<file path="src/rtl/sync_fifo_param.sv">
// Parametrised single-clock FIFO with occupancy count, almost-full/empty thresholds
// and sticky overflow/underflow flags. Any DEPTH >= 2; registered read data.
module sync_fifo_param #(
  parameter  int unsigned DATA_W    = 32,
  parameter  int unsigned DEPTH     = 8,
  parameter  int unsigned AF_THRESH = DEPTH - 1,
  parameter  int unsigned AE_THRESH = 1,
  localparam int unsigned ADDR_W    = $clog2(DEPTH),
  localparam int unsigned CNT_W     = $clog2(DEPTH + 1)
) (
  input  logic              clk,
  input  logic              rst_n,
  input  logic              wr_en_i,
  input  logic [DATA_W-1:0] data_i,
  output logic              full_o,
  output logic              almost_full_o,
  input  logic              rd_en_i,
  output logic [DATA_W-1:0] data_o,
  output logic              valid_o,
  output logic              empty_o,
  output logic              almost_empty_o,
  output logic [CNT_W-1:0]  count_o,
  output logic              overflow_o,
  output logic              underflow_o,
  input  logic              clr_err_i
);

  logic [DATA_W-1:0] mem_q [DEPTH];
  logic [ADDR_W-1:0] wr_ptr_q, wr_ptr_d;
  logic [ADDR_W-1:0] rd_ptr_q, rd_ptr_d;
  logic [CNT_W-1:0]  count_q, count_d;
  logic [DATA_W-1:0] data_q, data_d;
  logic              valid_q, valid_d;
  logic              ovf_q, ovf_d;
  logic              unf_q, unf_d;
  logic              rd_acc, wr_acc;

  // Status flags come straight from the count register, no extra latency.
  always_comb begin
    empty_o        = (count_q == '0);
    full_o         = (count_q == CNT_W'(DEPTH));
    almost_full_o  = (count_q >= CNT_W'(AF_THRESH));
    almost_empty_o = (count_q <= CNT_W'(AE_THRESH));
  end

  // A write into a full FIFO is still taken when a read frees a slot the same cycle.
  always_comb begin
    rd_acc = rd_en_i & ~empty_o;
    wr_acc = wr_en_i & (~full_o | rd_acc);
  end

  always_comb begin
    wr_ptr_d = wr_ptr_q;
    rd_ptr_d = rd_ptr_q;
    count_d  = count_q;
    data_d   = data_q;
    valid_d  = rd_acc;
    if (wr_acc) begin
      wr_ptr_d = (wr_ptr_q == ADDR_W'(DEPTH - 1)) ? '0 : wr_ptr_q + ADDR_W'(1);
    end
    if (rd_acc) begin
      rd_ptr_d = (rd_ptr_q == ADDR_W'(DEPTH - 1)) ? '0 : rd_ptr_q + ADDR_W'(1);
      data_d   = mem_q[rd_ptr_q];
    end
    case ({wr_acc, rd_acc})
      2'b10:   count_d = count_q + CNT_W'(1);
      2'b01:   count_d = count_q - CNT_W'(1);
      default: count_d = count_q;
    endcase
    ovf_d = (ovf_q & ~clr_err_i) | (wr_en_i & ~wr_acc);
    unf_d = (unf_q & ~clr_err_i) | (rd_en_i & ~rd_acc);
  end

  always_ff @(posedge clk or posedge rst_n) begin
    if (rst_n) begin
      wr_ptr_q <= '0;
      rd_ptr_q <= '0;
      count_q  <= '0;
      data_q   <= '0;
      valid_q  <= 1'b0;
      ovf_q    <= 1'b0;
      unf_q    <= 1'b0;
    end else begin
      wr_ptr_q <= wr_ptr_d;
      rd_ptr_q <= rd_ptr_d;
      count_q  <= count_d;
      data_q   <= data_d;
      valid_q  <= valid_d;
      ovf_q    <= ovf_d;
      unf_q    <= unf_d;
    end
  end

  always_ff @(posedge clk) begin
    if (wr_acc) begin
      mem_q[wr_ptr_q] <= data_i;
    end
  end

  assign count_o     = count_q;
  assign data_o      = data_q;
  assign valid_o     = valid_q;
  assign overflow_o  = ovf_q;
  assign underflow_o = unf_q;

endmodule

</file>
<file path="config.mk">
export PLATFORM = sky130hd
export DESIGN_NAME = sync_fifo_param
export DESIGN_NICKNAME = d
export VERILOG_FILES = /design/src/rtl/sync_fifo_param.sv
export SDC_FILE = /design/constraint.sdc
export NUM_CORES = 1
export LEC_CHECK = 0
export CORE_ASPECT_RATIO = 0.5
export CORE_MARGIN = 2
export CORE_UTILIZATION = 45
export CTS_BUF_LIST = sky130_fd_sc_hd__clkbuf_8
export DETAILED_ROUTE_END_ITERATION = 7
export GPL_TIMING_DRIVEN = 0
export PLACE_DENSITY_LB_ADDON = 0.08
export SLEW_MARGIN = 20
export SYNTH_ARGS = -nofsm -noshare
export SYNTH_HDL_FRONTEND = slang
export SYNTH_SLANG_ARGS = --single-unit
export TNS_END_PERCENT = 5
</file>
<file path="constraint.sdc">
create_clock -name clk -period 5.1 [get_ports clk]
set_input_delay 1.02 -clock clk [delete_from_list [all_inputs] [get_ports clk]]
set_output_delay 1.02 -clock clk [all_outputs]
set_load 0.01 [all_outputs]
</file>
# Word level (Yosys, flattened, before mapping)
# Memories as Yosys holds them, arrays and structs flattened. A register that Yosys moved wholly into a read port is not among the register bits.
# Index checks and enable logic that the tools add are counted.
totals:
  ram_bits: 256
  output_inout_bits: 43
  rom_bits: 0
  mem_count: 1
  reg_bits: 13
  latchBits: 0
classes:
  n_shift: 0
  n_mul: 0
  addsub: 4
  n_eq_ne: 5
  n_mux: 5
  n_div: 0
  order_cmp: 2
  reduce_logical: 2
  n_bitwise: 14
mem_list:
  columns: ["name", "words", "word_bits", "read_ports", "rd_ports_with_merged_regs", "wr", "line", "source"]
  rows:
  - ["mem_q", 8, 32, 1, 1, 1, "28", "logic [DATA_W-1:0] mem_q [DEPTH];"]
ops:
  columns: ["cell", "n"]
  rows:
  - ["one-hot mux 4 bit (2 select lines)", 1]
  - ["adder 3 x 1 -> 3 bit, second input constant", 2]
  - ["AND 1 bit", 6]
  - ["equality test 3 bit, second input constant", 2]
  - ["2-to-1 mux 3 bit", 2]
  - ["inverter 1 bit", 5]
  - ["adder 4 x 1 -> 4 bit, second input constant", 1]
  - ["equality test 4 bit, second input constant", 1]
  - [">= comparator 4 x 3 -> 1 bit, second input constant", 1]
  - ["<= comparator 4 x 1 -> 1 bit, second input constant", 1]
  - ["zero test 4 bit", 1]
  - ["subtractor 4 x 1 -> 4 bit, second input constant", 1]
  - ["OR 1 bit", 3]
  - ["equality test 2 x 1 -> 1 bit, second input constant", 1]
  - ["equality test 2 bit, second input constant", 1]
  - ["2-to-1 mux 1 bit", 2]
  - ["nonzero test 2 bit", 1]

# Longest topological paths before layout
# Gate-level depths: netlist (run 1).
depth:
  word_depth: 8
  mapped_depth: 8
  depth_no_buf: 7

# Worst setup path after synthesis (run 1)
# No wires, ideal clock.
synth_path:
  path_type: "input to register"
  from: "input rd_en_i"
  to: "memory mem_q[0][0] (enable)"
  t_required_ns: 4.598
  path_stages: 3
  arrival_time_ns: 4.473
  path_buffers: 1
  slack_ns: 0.125
  path_cell_list: "buf_2 > o21ai_1 > nor4_1"
synth_via:
  elab_chain_len: 5
synth_lines:
  columns: ["element", "line", "source"]
  rows:
  - ["start: declaration", "17", "input logic rd_en_i,"]
  - ["AND 1 bit", "48", "rd_acc = rd_en_i & ~empty_o;"]
  - ["OR 1 bit", "49", "wr_acc = wr_en_i & (~full_o | rd_acc);"]
  - ["AND 1 bit", "49", null]
  - ["2-to-1 mux 1 bit", "95", "if (wr_acc) begin"]
  - ["2-to-1 mux 1 bit (not written as such)", "96", "mem_q[wr_ptr_q] <= data_i;"]
  - ["end: declaration", "28", null]
# No other way between the ends.

# Worst setup path in the final report (run 1)
layout_path:
  from: "register count_q[0], in the netlist count_o[0]"
  to: "output empty_o"
layout_via:
  elab_chain_len: 1
layout_lines:
  columns: ["element", "line", "source"]
  rows:
  - ["start: declaration", "31", "logic [CNT_W-1:0] count_q, count_d;"]
  - ["start signal: assignment", "86", "count_q <= count_d;"]
  - ["zero test 4 bit", "40", "empty_o = (count_q == '0);"]
  - ["end: declaration", "20", "output logic empty_o,"]
# No other way between the ends.

==> results of run 1 <==
report_power, final:
group          internal [mW]  switching [mW]
clock                  0.879           0.898
sequential              3.15           0.181
combinational           1.05            1.46
total                   5.08            2.54
flip-flops by register name, indices dropped and copies added (netlist names):
name / cells
count_o: 4
data_o: 32
mem_q: 256
overflow_o: 1
rd_ptr_q: 3
underflow_o: 1
valid_o: 1
wr_ptr_q: 3
area by class of cell:
cell class,count,area share (%)
repair buffers,106,7.578
flip-flops and latches,301,63.02
multi-input cells,356,19.13
plain buffers,40,1.244
well taps,344,3.078
inverters,8,0.2326
clock buffers,49,4.822
clock inverters,30,0.8947
path summary, 6_finish.rpt:
check                      slack [ps]           end  depth (start not counted)
max                              1620       empty_o                          4
min                               470     data_o[9]                          2
max reg2reg                      2220  mem_q[1][23]                          8
min reg2reg                       470     data_o[9]                          2
max in group asynchronous        3660       valid_o                          2
min in group asynchronous         940     data_o[9]                          2
synthesized netlist by cell type, types with 3 or more instances:
master / number
a21o_1: 3
a22oi_1: 64
buf_2: 13
clkbuf_1: 26
dfrtp_1: 45
edfxtp_1: 256
ha_1: 7
inv_1: 7
mux2i_1: 130
nand2_1: 72
nand2b_1: 5
nand3_1: 32
nor2_1: 8
nor3_1: 8
o21ai_0: 4
cells by family after synthesis:
kind of cell	after synthesis
and+or+nand+nor	136
muxes	131
buffers and inverters	48
AOI/OAI and AO/OA	78
adders and majority gates	7
DFF	301
xor gates and xnor gates	4
metal layers:
metal	wire length (um)	part of all wire [%]	global-route usage, %
met3	1289	4.8	4.118
met2	11670	44	29.66
met5	0	0	0
met4	433	1.6	5.605
met1	13360	50	30.22
worst register-to-register path, cell delays in order, from the launching register on:
cell and delay [ps]:
dfrtp_1 450, inv_1 100, ha_1 280, nand3b_1 160, o211ai_1 310, nor3_2 570
buf_4 310, buf_6 180, buf_4 210
metrics by stage:
| stage | std cells | setup WS (ps) | power, mW | setup TNS, ps | util, % |
|---|---|---|---|---|---|
| CTS | 1234 | 1574 | 7.691 | 0 | 55.28 |
| floorplan | 705 | 124.9 | 4.818 | 0 | - |
| detailed placement | 1155 | 1937 | 5.906 | 0 | 52.12 |
| global placement | 1126 | -3074 | 5.802 | -284710 | 50.77 |
| finish | 1234 | 1621 | 7.615 | 0 | 55.30 |
| global route | 1234 | 1427 | 8.038 | 0 | 55.30 |
==> out/qor.csv, run 1 <==
stage,metric,value,unit
timing,final.period_utilization,68.21,%
clock_tree,insertion_delay,560,ps
critical_path,worstPathCellList,inv_1 > ha_1 > nor3b_1 > clkdlybuf4s50_1,
critical_path,crit_path_max_incr_delay,630,ps
route,dr.first_iter.drc_count,492,
critical_path,crit_slowest_cell,clkdlybuf4s50_1,
worst_hold_path,hp-start,data_o[9],
synth,synth_top_family_by_area,multiplexers,
floorplanning,rows,41,
synth,synth_compound_gate_area_share,5.009,%
synth,synthMuxAreaShare,11.28,%
route,vias,6471,
timing,hold_violations,0,
outcome,status,"finished, final reports clean",
worst_hold_path,min_path_type,reg -> reg,
synth,ys.flop_type,edfxtp_1,
final_layout,antennaDiodeCount,0,
critical_path,r2r_start,count_o[0],
critical_path,timing.critical_path.from,count_o[0],
timing,period_minus_slack,3479,ps
route,post_drt_wl_per_cell,21.68,um
final_layout,stdcell_area,0.01398,mm2
global_route,grt_max_degree,46,
clock_tree,cts_made_buffers,43,
clock_tree,cts_htree_levels,2,
global_route,grt_usage,20.09,%
floorplanning,die_area,0.02725,mm2
clock_tree,clock-root-buffer,clkbuf_8,
final_layout,seqCellArea,0.008813,mm2
power,power.density,544.5,mW/mm2
timing,finalMaxSlewViolations,0,
synth,synthSimpleGateAreaFrac,5.192,%
clock_tree,ctsHoldBuffers,0,
synth,synth_xor_area_share,0.3010,%
final_layout,drive_gt1_share,12.25,%
clock_tree,ctsResizeCount,0,
floorplanning,die_w,231.5,um
synth,netlist.top_cell.by_area,edfxtp_1,
place,dpl.hpwl,17.05,mm
final_layout,final_common_cell,edfxtp_1,
synth,avgSynthCellArea,16.51,um2
route,drc,0,
global_route,antenna_found_initial,0,
global_route,grt_pass1_vias,6533,
clock_tree,path_clk_slew,70,ps
timing,rsz0062_at_grt,no,
synth,synth_area,0.01164,mm2
global_route,grt_pass1_wl,40.19,mm
synth,yosysUniqueCellTypes,34,
route,drt_pass1_iterations,4,
place,place_area,0.01318,mm2
floorplanning,die_height,117.7,um
clock_tree,cts_tree,built,
synth,ys_async_sr_fraction,14.95,%
floorplanning,initial_utilization,46.02,%
critical_path,crit_fanout,6,
synth,synthAdderAreaFrac,0.7524,%
clock_tree,cts.sinks,301,
critical_path,worst_setup_path_start_kind,register,
critical_path,cp.required,4080,ps
clock_tree,cts_setup_buffers,0,
timing,fin_skew,14.44,ps
synth,synthDominantCellAreaShare,66.04,%
critical_path,end_kind,output pin,
synth,synth_fp_nets,749,
synth,post_synth_inst_count,705,
route,postRouteWirelength,26.76,mm
timing,tightest_slew,1004,ps
place,io_buffer_count,77,
final_layout,syn_to_final_growth,20.14,%
flow_run,maxCapViolations,0,
synth,synth_edf_count,256,
timing,relSlewSlack,33.06,%
critical_path,crit_arrival,2460,ps
critical_path,critical-path-top-delay-family,buffers and inverters,
final_layout,layout_common_cells,"edfxtp_1, mux2i_1, clkdlybuf4s50_1, nand2_1, a22oi_1",
timing,fin_hold_ws,472.2,ps
global_route,grt-ovfl-total,0,
route,antenna_left,0,
timing,setup_violations,0,
synth,yosys-top-cells-area,"edfxtp_1, mux2i_1, dfrtp_1",
critical_path,worst-setup-path-type,reg -> out,
synth,synth_seq_area_share,75.72,%
clock_tree,cts_buffer_depth,3,
synth,yosysWarningCount,0,
route,vias_per_cell,5.244,
power,ir_worst_vdd,0.2343,mV
final_layout,multi_input_area,0.002675,mm2
power,p_leak,5.226,nW
place,gp_congestion,0.7119,
final_layout,final_nets,900,
timing,fmax,0.2875,GHz
floorplanning,ios,80,
final_layout,fillers,2103,
synth,synth-seq-cells,301,
floorplanning,core_area,0.02529,mm2
critical_path,path_buf_inv,2,
(Power assumes the default switching activity.)
==> run 2: changes to the inputs <==
clock period = 3.5 ns   (was 5.1 ns; I/O delays follow)
==> run 2 against run 1 <==
Core utilization decreased by 0.12 points. Sequential cell count unchanged. Largest power group unchanged. Largest cell class unchanged. Critical endpoint unchanged. Sequential share of layout area increased by 0.14 points. Register-to-register slack got worse by 1700 ps. Final area decreased by 0.22%. Via count increased by 0.96%. Worst setup slack got worse by 1200 ps.
==> out/qor.csv, run 2 (same netlist as run 1, synthesis figures left out) <==
stage,metric,value,unit,change
outcome,status,"finished, final reports clean",,unchanged
global_route,grt_pass1_wl,40.36,mm,was 40.19 mm
timing,period_minus_slack,3119,ps,
final_layout,layout_common_cells,"edfxtp_1, mux2i_1, clkdlybuf4s50_1, nand2_1, a22oi_1",,unchanged
worst_hold_path,hold_path_end,data_o[1],,was data_o[9]
worst_hold_path,hp-start,data_o[1],,was data_o[9]
timing,hold_violations,0,,unchanged
clock_tree,ctsResizeCount,0,,unchanged
timing,tightest_slew,936.9,ps,was 1004 ps
timing,tns,0,ps,unchanged
power,ir_worst_vdd,0.3736,mV,was 0.2343 mV
final_layout,largest_reg_flops,256,,unchanged
power,power_frac_seq,43.8,%,was 43.7%
power,pwr-share-comb,32.7,%,was 32.9%
final_layout,fin_cells,1230,,was 1234
critical_path,worstPathCellList,inv_1 > ha_1 > nor3b_1 > clkdlybuf4s50_1,,unchanged
route,drt_pass1_iterations,5,,was 4
route,postRouteWirelength,26.50,mm,was 26.76 mm
clock_tree,cts_buffer_depth,3,,unchanged
place,io_buffer_count,77,,unchanged
power,clkPwrFrac,23.5,%,was 23.3%
clock_tree,cts.sinks,301,,unchanged
route,vias_per_cell,5.311,,was 5.244
clock_tree,cts_htree_levels,2,,unchanged
critical_path,worst_setup_path_start_kind,register,,unchanged
timing,setup_violations,0,,unchanged
worst_hold_path,min_path_type,reg -> reg,,unchanged
clock_tree,cts_made_buffers,44,,was 43
global_route,grt_usage,19.93,%,was 20.09%
floorplanning,ios,80,,unchanged
clock_tree,insertion_delay,560,ps,about the same
clock_tree,ctsHoldBuffers,0,,unchanged
clock_tree,cts_tree,built,,unchanged
power,power.density,794.5,mW/mm2,was 544.5 mW/mm2
worst_hold_path,hold_depth,2,,unchanged
critical_path,regToRegSetupSlack,530,ps,was 2220 ps
final_layout,drive_gt1_share,11.96,%,was 12.25%
floorplanning,rows,41,,unchanged
critical_path,worst-setup-path-type,reg -> out,,unchanged
critical_path,critical-path-top-delay-family,buffers and inverters,,unchanged
final_layout,fillers,2047,,was 2103
final_layout,final_nets,896,,was 900
floorplanning,die_w,231.5,um,unchanged
timing,fin_skew,22.33,ps,was 14.44 ps
route,antenna_left,0,,unchanged
final_layout,syn_to_final_growth,19.89,%,was 20.14%
power,p_int,7.383,mW,was 5.079 mW
global_route,grt-ovfl-total,0,,unchanged
floorplanning,die_height,117.7,um,unchanged
power,netSwitchingFraction,33.41,%,was 33.31%
timing,fmax,0.3206,GHz,
critical_path,r2r_start,count_o[0],,unchanged
timing,finalMaxSlewViolations,0,,unchanged
floorplanning,die_area,0.02725,mm2,unchanged
clock_tree,clock-root-buffer,clkbuf_8,,unchanged
clock_tree,path_clk_slew,60,ps,was 70 ps
final_layout,antennaDiodeCount,0,,unchanged
critical_path,r2r_cells,8,,unchanged
timing,relSlewSlack,37.54,%,was 33.06%
flow_run,maxCapViolations,0,,unchanged
power,p_leak,5.180,nW,was 5.226 nW
route,dr.first_iter.drc_count,521,,was 492
global_route,grt_pass1_vias,6612,,was 6533
clock_tree,cts_setup_buffers,0,,unchanged
critical_path,r2r-end,mem_q[1][23],,unchanged
critical_path,end_kind,output pin,,unchanged
place,gp_congestion,0.7255,,was 0.7119
final_layout,largest-register,mem_q,,unchanged
critical_path,cp.required,2800,ps,was 4080 ps
critical_path,crit_fanout,6,,unchanged
global_route,grt_max_degree,46,,unchanged
final_layout,final_common_cell,edfxtp_1,,unchanged
power,switching_power,3.704,mW,was 2.536 mW
place,dpl.hpwl,17.08,mm,was 17.05 mm
critical_path,crit_arrival,2420,ps,was 2460 ps
floorplanning,core_area,0.02529,mm2,unchanged
global_route,antenna_found_initial,0,,unchanged
route,vias,6533,,was 6471
floorplanning,initial_utilization,46.02,%,unchanged
critical_path,crit_slowest_cell,clkdlybuf4s50_1,,unchanged
route,post_drt_wl_per_cell,21.54,um,was 21.68 um
place,dp.cells,1150,,was 1155
route,drc,0,,unchanged
timing,final.period_utilization,89.12,%,
critical_path,path_buf_inv,2,,unchanged
critical_path,crit_path_max_incr_delay,630,ps,about the same
timing,rsz0062_at_grt,no,,unchanged
power,power.total,11.09,mW,was 7.615 mW
## run 2: changes by cell type in the layout (fill, tap and decap cells not counted), moves of 2 or more
cell      previous run  this run
buf_16               2         0
buf_2               18        13
buf_8                0         2
clkinv_1             4         9
clkinv_2             1         4
inv_1               28        22
## run 2: layout make-up
type	instances	area, um2	area share (%)
plain buffers	40	173.9	1.246
clock buffers	48	660.6	4.734
clock inverters	32	137.6	0.9863
inverters	8	32.53	0.2331
multi-input cells	356	2684	19.23
flip-flops and latches	301	8813	63.16
well taps	344	430.4	3.084
repair buffers	101	1022	7.325
## run 2: worst max path at each step
stage	to	start	slack, ps	depth (start not counted)
after CTS	empty_o	count_o[0]	310	4
after detailed placement	data_o[7]	count_o[0]	470	8
after global placement	mem_q[2][30]	count_o[0]	-3140	5
after floorplan	mem_q[4][0]	count_o[0]	-330	5
final	empty_o	count_o[0]	380	4
after global routing	empty_o	count_o[0]	130	4
## run 2: through the flow
stage / setup WS [ps] / hold WS, ps / cell area, um2 / utilization (%)
2_1_floorplan: -328.2 / 513.1 / 11650 / -
3_3_place_gp: -3137 / 458.3 / 12850 / 50.80
6_report: 380.7 / 474.3 / 13950 / 55.18
3_5_place_dp: 471.1 / 462.8 / 13150 / 52.01
5_1_grt: 131.2 / 493.1 / 13950 / 55.18
4_1_cts: 307.9 / 478.3 / 13950 / 55.16
## run 2: power by group through the flow
stage	clock, mW	combinational, mW	sequential [mW]
2_1_floorplan	0	2.02	5.01
5_1_grt	2.84	3.94	4.92
3_3_place_gp	0	3.47	4.96
3_5_place_dp	0	3.66	4.94
6_report	2.60	3.63	4.86
4_1_cts	2.66	3.67	4.86
## run 2: worst min-delay path, delay by kind of cell, from the launching register on
| kind | cells | cell delay, ps |
|---|---|---|
| flip-flops | 1 | 340 |
| AND/OR/NAND/NOR | 2 | 100 |
## run 2: per-layer routing
layer / global-route usage [%] / routed length [um] / vias to the layer above
li1: - / - / 3010
met1: 29.19 / 12750 / 3311
met2: 30.54 / 11950 / 171
met3: 4.312 / 1456 / 41
met4: 4.637 / 342 / 0
met5: 0 / 0 / -
